--- config.mk ---
export PLATFORM = sky130hd
export DESIGN_NAME = mem_port_arbiter
export DESIGN_NICKNAME = d
export VERILOG_FILES = /design/src/rtl/mem_port_arbiter.sv
export SDC_FILE = /design/constraint.sdc
export NUM_CORES = 1
export LEC_CHECK = 0
export CORE_UTILIZATION = 47
export CTS_BUF_LIST = sky130_fd_sc_hd__clkbuf_4
export DETAILED_ROUTE_END_ITERATION = 16
export GPL_TIMING_DRIVEN = 0
export HOLD_SLACK_MARGIN = 0.06
export PLACE_DENSITY = 0.87
export SYNTH_ARGS = -nofsm -noshare
export SYNTH_HDL_FRONTEND = slang
export SYNTH_SLANG_ARGS = --single-unit
--- constraint.sdc ---
create_clock -name CLK -period 4.15 [get_ports CLK]
set_clock_uncertainty 0.1 [all_clocks]
set_input_delay 0.83 -clock CLK [delete_from_list [all_inputs] [get_ports CLK]]
set_output_delay 0.83 -clock CLK [all_outputs]
set_load 0.01 [all_outputs]
--- src/rtl/mem_port_arbiter.sv ---
// ---------------------------------------------------------------------------
// mem_port_arbiter
//
// Shares one single-ported unified instruction/data memory between the fetch
// path (I port) and the load/store path (D port) of the multicycle CPU.
// Accesses are serialised, memory latency is absorbed through MEM_READY, and
// a memory that never answers is aborted after TIMEOUT access cycles with ERR
// raised alongside the owner's ACK.
//
// Parameters
//   AW       byte-address width on all ports
//   DW       data width (32; byte enables are 4 bits)
//   TIMEOUT  access cycles to wait for MEM_READY before aborting (1..255)
//
// Ports
//   CLK, RSTn                      clock (rising edge), async active-low reset
//   I_REQ, I_ADDR                  fetch request and byte address
//   I_RDATA, I_ACK                 fetched word, one-cycle completion pulse
//   D_REQ, D_WE, D_BE, D_ADDR,     load/store request, write flag, byte lanes,
//   D_WDATA                        byte address and store data
//   D_RDATA, D_ACK                 load data, one-cycle completion pulse
//   MEM_CSN, MEM_WEN, MEM_BE,      memory strobes (active low), byte enables,
//   MEM_ADDR, MEM_WDATA            word-aligned address and write data
//   MEM_RDATA, MEM_READY           memory read data and completion
//   ERR                            timeout flag, coincident with the ACK
//
// Every output is a register.
// ---------------------------------------------------------------------------
module mem_port_arbiter #(
  parameter int AW      = 12,
  parameter int DW      = 32,
  parameter int TIMEOUT = 15
) (
  input  logic          CLK,
  input  logic          RSTn,
  // fetch port
  input  logic          I_REQ,
  input  logic [AW-1:0] I_ADDR,
  output logic [DW-1:0] I_RDATA,
  output logic          I_ACK,
  // load/store port
  input  logic          D_REQ,
  input  logic          D_WE,
  input  logic [3:0]    D_BE,
  input  logic [AW-1:0] D_ADDR,
  input  logic [DW-1:0] D_WDATA,
  output logic [DW-1:0] D_RDATA,
  output logic          D_ACK,
  // memory side
  output logic          MEM_CSN,
  output logic          MEM_WEN,
  output logic [3:0]    MEM_BE,
  output logic [AW-1:0] MEM_ADDR,
  output logic [DW-1:0] MEM_WDATA,
  input  logic [DW-1:0] MEM_RDATA,
  input  logic          MEM_READY,
  // status
  output logic          ERR
);

  typedef enum logic [1:0] {
    ST_IDLE   = 2'd0,
    ST_ACCESS = 2'd1,
    ST_RESP   = 2'd2
  } state_t;

  typedef enum logic {
    OWN_I = 1'b0,
    OWN_D = 1'b1
  } owner_t;

  // Counter value on the last permitted access cycle. The counter starts at 0
  // on the first ACCESS cycle, so comparing against TIMEOUT-1 keeps MEM_CSN
  // low for exactly TIMEOUT cycles when the memory never answers.
  localparam logic [7:0] WAIT_LAST = 8'(TIMEOUT - 1);

  state_t     state_reg;
  owner_t     owner_reg;
  owner_t     last_grant_reg;
  logic [7:0] wait_cnt_reg;

  // Arbitration decision, only acted on in IDLE. On a tie the requester that
  // did not get the previous grant wins, so neither side waits more than one
  // access under sustained contention.
  logic grant_d;

  always_comb begin
    grant_d = 1'b0;
    if (I_REQ && D_REQ) begin
      grant_d = (last_grant_reg == OWN_I);
    end else begin
      grant_d = D_REQ;
    end
  end

  // Word alignment ignores the two byte-offset bits of both request addresses.
  logic addr_lsb_unused;
  assign addr_lsb_unused = ^{I_ADDR[1:0], D_ADDR[1:0]};

  always_ff @(posedge CLK or negedge RSTn) begin
    if (!RSTn) begin
      state_reg      <= ST_IDLE;
      owner_reg      <= OWN_I;
      last_grant_reg <= OWN_I;
      wait_cnt_reg   <= 8'd0;
      MEM_CSN        <= 1'b1;
      MEM_WEN        <= 1'b1;
      MEM_BE         <= 4'b0000;
      MEM_ADDR       <= '0;
      MEM_WDATA      <= '0;
      I_RDATA        <= '0;
      D_RDATA        <= '0;
      I_ACK          <= 1'b0;
      D_ACK          <= 1'b0;
      ERR            <= 1'b0;
    end else begin
      case (state_reg)
        ST_IDLE: begin
          if (I_REQ || D_REQ) begin
            if (grant_d) begin
              owner_reg <= OWN_D;
              if (D_BE == 4'b0000) begin
                // Nothing to transfer: skip the memory cycle entirely and
                // acknowledge straight away, leaving D_RDATA untouched.
                D_ACK     <= 1'b1;
                state_reg <= ST_RESP;
              end else begin
                MEM_CSN   <= 1'b0;
                MEM_WEN   <= ~D_WE;
                MEM_BE    <= D_BE;
                MEM_ADDR  <= {D_ADDR[AW-1:2], 2'b00};
                MEM_WDATA <= D_WDATA;
                state_reg <= ST_ACCESS;
              end
            end else begin
              owner_reg <= OWN_I;
              MEM_CSN   <= 1'b0;
              MEM_WEN   <= 1'b1;
              MEM_BE    <= 4'b1111;
              MEM_ADDR  <= {I_ADDR[AW-1:2], 2'b00};
              state_reg <= ST_ACCESS;
            end
          end
        end

        ST_ACCESS: begin
          if (MEM_READY) begin
            // MEM_WEN high means this access is a read (fetches always are).
            if (MEM_WEN) begin
              if (owner_reg == OWN_D) begin
                D_RDATA <= MEM_RDATA;
              end else begin
                I_RDATA <= MEM_RDATA;
              end
            end
            MEM_CSN   <= 1'b1;
            MEM_WEN   <= 1'b1;
            I_ACK     <= (owner_reg == OWN_I);
            D_ACK     <= (owner_reg == OWN_D);
            state_reg <= ST_RESP;
          end else if (wait_cnt_reg == WAIT_LAST) begin
            // Memory never answered: abort and hand the owner a zero word.
            if (owner_reg == OWN_D) begin
              D_RDATA <= '0;
            end else begin
              I_RDATA <= '0;
            end
            MEM_CSN   <= 1'b1;
            MEM_WEN   <= 1'b1;
            ERR       <= 1'b1;
            I_ACK     <= (owner_reg == OWN_I);
            D_ACK     <= (owner_reg == OWN_D);
            state_reg <= ST_RESP;
          end else begin
            wait_cnt_reg <= wait_cnt_reg + 8'd1;
          end
        end

        ST_RESP: begin
          I_ACK          <= 1'b0;
          D_ACK          <= 1'b0;
          ERR            <= 1'b0;
          last_grant_reg <= owner_reg;
          wait_cnt_reg   <= 8'd0;
          state_reg      <= ST_IDLE;
        end

        default: begin
          state_reg <= ST_IDLE;
        end
      endcase
    end
  end

endmodule

==> run summary <==
status -> completed
Post-Synthesis Cells -> 375
Slew Viols, Final -> 0
Regs by FF count -> D_RDATA x32, I_RDATA x32, MEM_WDATA x32
# diodes -> 0
slowest stage delay, CP -> 0.58 ns
DR WL/cell -> 17.72 µm
Critical Path AT -> 1.63 ns
layout net count -> 707
Via Count -> 3982
pre-CTS WS -> 1.147 ns
core area -> 0.01037 mm²
PortBufs -> 208
pin count of the biggest net entering global routing -> 73
fill count -> 752
clock power share -> 13.5%
Worst-Margin Slew -> 0.6166 ns
initial antenna violation count -> 0
share of synthesized flip-flops with an asynchronous set or reset -> 100.0%
CTS H-Tree Depth -> 4
NetSw -> 1.955 mW
Hold Crit Class -> input port to async pin
CTS Root Cell -> clkbuf_4
Skew-Pair Late Insertion Delay -> 0.52 ns
hold_buf cts -> 0
#FFs+latches synth -> 127
DR pass1 iterations -> 5
Layout area overhead -> 50.01%
Mapped Area -> 0.005069 mm²
HPWL after detailed placement -> 9.894 mm
Synth Area per Inst -> 13.52 µm²
CTS tree -> done
Crit-path slowest cell -> dfstp_2
Power Dens Cells -> 746.2 mW/mm²
Post-CTS Setup Bufs -> 0
Num CTS Buffers -> 17
WP data required -> 3.22 ns
leakage power -> 3.322 nW
commonest cells after routing, fill and taps aside -> 207 x clkdlybuf4s50_1, 125 x dfrtp_1, 66 x a22o_1, 36 x mux2_2
Max FO, Critical Path -> 3
# DRC -> 0
placed cell areas -> 0.007353 mm²
gp weighted congestion -> 0.7963
Final min period -> 2.561 ns
Post-DRT Antenna Nets -> 0
gr usage total -> 24.72%
Final Cell Area -> 0.007604 mm²
most common cell after layout, fill and taps aside -> clkdlybuf4s50_1
number of global-route vias before repair -> 4072
Die ar. -> 0.01120 mm²
startpoint types -> register
crit end category -> output pin
die width -> 105.8 µm
Peak VDD IR -> 0.3794 mV
starting density of the core -> 48.88%
Seq/Total Area, Yosys -> 62.75%
Synth Flop Type -> dfrtp_1
Cell variety after synth -> 43
CP Buf/Inv Count -> 1
family with the most delay on the worst path -> flip-flops
crit-path cells -> clkdlybuf4s50_1
Slew headroom -> 58.57%
fin crit share -> 61.70%
final WL -> 13.34 mm
CTS sink cnt -> 127
Sequential Power Share -> 38.6%
setup violators final -> 0
fmax -> 0.3905 GHz
clk slew on worst S/H paths -> 0.11 ns
Bufs on Longest Clock Path -> 2
total power draw -> 5.674 mW
Net Sw Frac -> 34.45%
Site Rows -> 37
critical path class -> register to output pin
RSZ-0062 raised after global routing -> false
Pint -> 3.719 mW
combinational power share -> 48.0%
first-pass GRT wire length -> 21.13 mm
EDFF count, synth -> 0
routed vias/inst -> 5.288
# resized after CTS -> 0
Hold Fails Final Rpt -> 0
Max-Cap Viols -> 0
Starting DRT DRC Count -> 170
Synth Warn # -> 0
setup ws final -> 1.589 ns
gr ovfl total -> 0
layout cells sized above 1 -> 14.75%
total negative slack -> 0 ns
Die Span Y -> 105.8 µm
Top Ports -> 215
==> per-layer routing <==
layer,global-route usage (%),vias to the layer above,wire length [µm]
li1,-,1856,-
met1,31.17,1946,5465
met2,40.29,158,6769
met3,7.854,22,893
met4,8.433,0,212
met5,0,-,0
==> cell usage after synthesis, types with 2 or more instances <==
cell type | n | share of area (%)
nand2_1 | 9 | 0.67
nor2b_1 | 6 | 0.74
nor4_1 | 6 | 0.74
dfstp_2 | 2 | 1.0
a21boi_0 | 3 | 0.44
nor2_1 | 17 | 1.3
nor3_1 | 3 | 0.30
mux2_2 | 36 | 8.0
mux2i_1 | 11 | 2.2
nand3b_1 | 2 | 0.30
a22o_1 | 66 | 11
inv_1 | 9 | 0.67
nand3_1 | 4 | 0.39
a221o_1 | 5 | 0.99
o21ai_0 | 3 | 0.30
dfrtp_1 | 125 | 62
buf_4 | 3 | 0.44
clkbuf_1 | 10 | 0.74
a31oi_1 | 4 | 0.49
nand4_1 | 3 | 0.37
buf_2 | 12 | 1.2
ha_1 | 5 | 1.2
a21oi_1 | 11 | 1.1
==> cell type report <==
cell class,instances,area (µm²),share of cell area [%]
Clock inverter,15,122.6,1.613
Multi-Input combinational cell,213,1723,22.66
Sequential cell,127,3181,41.83
Tap cell,136,170.2,2.238
Inverter,9,33.78,0.4443
Clock buffer,17,127.6,1.678
Buffer,27,135.1,1.777
Timing Repair Buffer,209,2111,27.76
==> power by group through the flow <==
stage | logic [mW] | registers [mW] | clock network, mW
2_1_floorplan | 1.04 | 2.40 | 0
3_3_place_gp | 2.66 | 2.17 | 0
3_5_place_dp | 2.74 | 2.20 | 0
4_1_cts | 2.75 | 2.19 | 0.778
5_1_grt | 2.92 | 2.26 | 0.833
6_report | 2.72 | 2.19 | 0.763
==> metrics by stage <==
step / util [%] / hold WS [ns] / instances
floorplan: - / 0.3756 / 376
global placement: 70.63 / 0.3814 / 720
detailed placement: 70.91 / 0.3803 / 721
CTS: 73.32 / 0.1228 / 753
global route: 73.32 / 0.1524 / 753
finish: 73.32 / 0.1472 / 753
==> final timing paths <==
path | startpoint | endpoint | slack (ns) | cells past startpoint
max in group asynchronous | RSTn | I_RDATA[6]$_DFFE_PN0P_ | 3.08 | 2
worst min-delay path | RSTn | MEM_WDATA[24]$_DFFE_PN0P_ | 0.15 | 1
worst max register to register | state_reg[1]$_DFFE_PN0P_ | I_RDATA[6]$_DFFE_PN0P_ | 1.86 | 7
min in group CLK | D_RDATA[8]$_DFFE_PN0P_ | D_RDATA[8]$_DFFE_PN0P_ | 0.41 | 1
worst min register to register | D_RDATA[8]$_DFFE_PN0P_ | D_RDATA[8]$_DFFE_PN0P_ | 0.41 | 1
worst max-delay path | MEM_WEN$_DFFE_PN1P_ | MEM_WEN | 1.59 | 1
==> cell families after synthesis <==
kind of cell / synth area share, %
buffers and inverters: 3.332
AOI/OAI and AO/OA: 16.39
other: 0.07398
muxes: 10.17
DFF: 62.75
and+or+nand+nor: 6.048
adders and majority gates: 1.234
(Power assumes the default switching activity.)
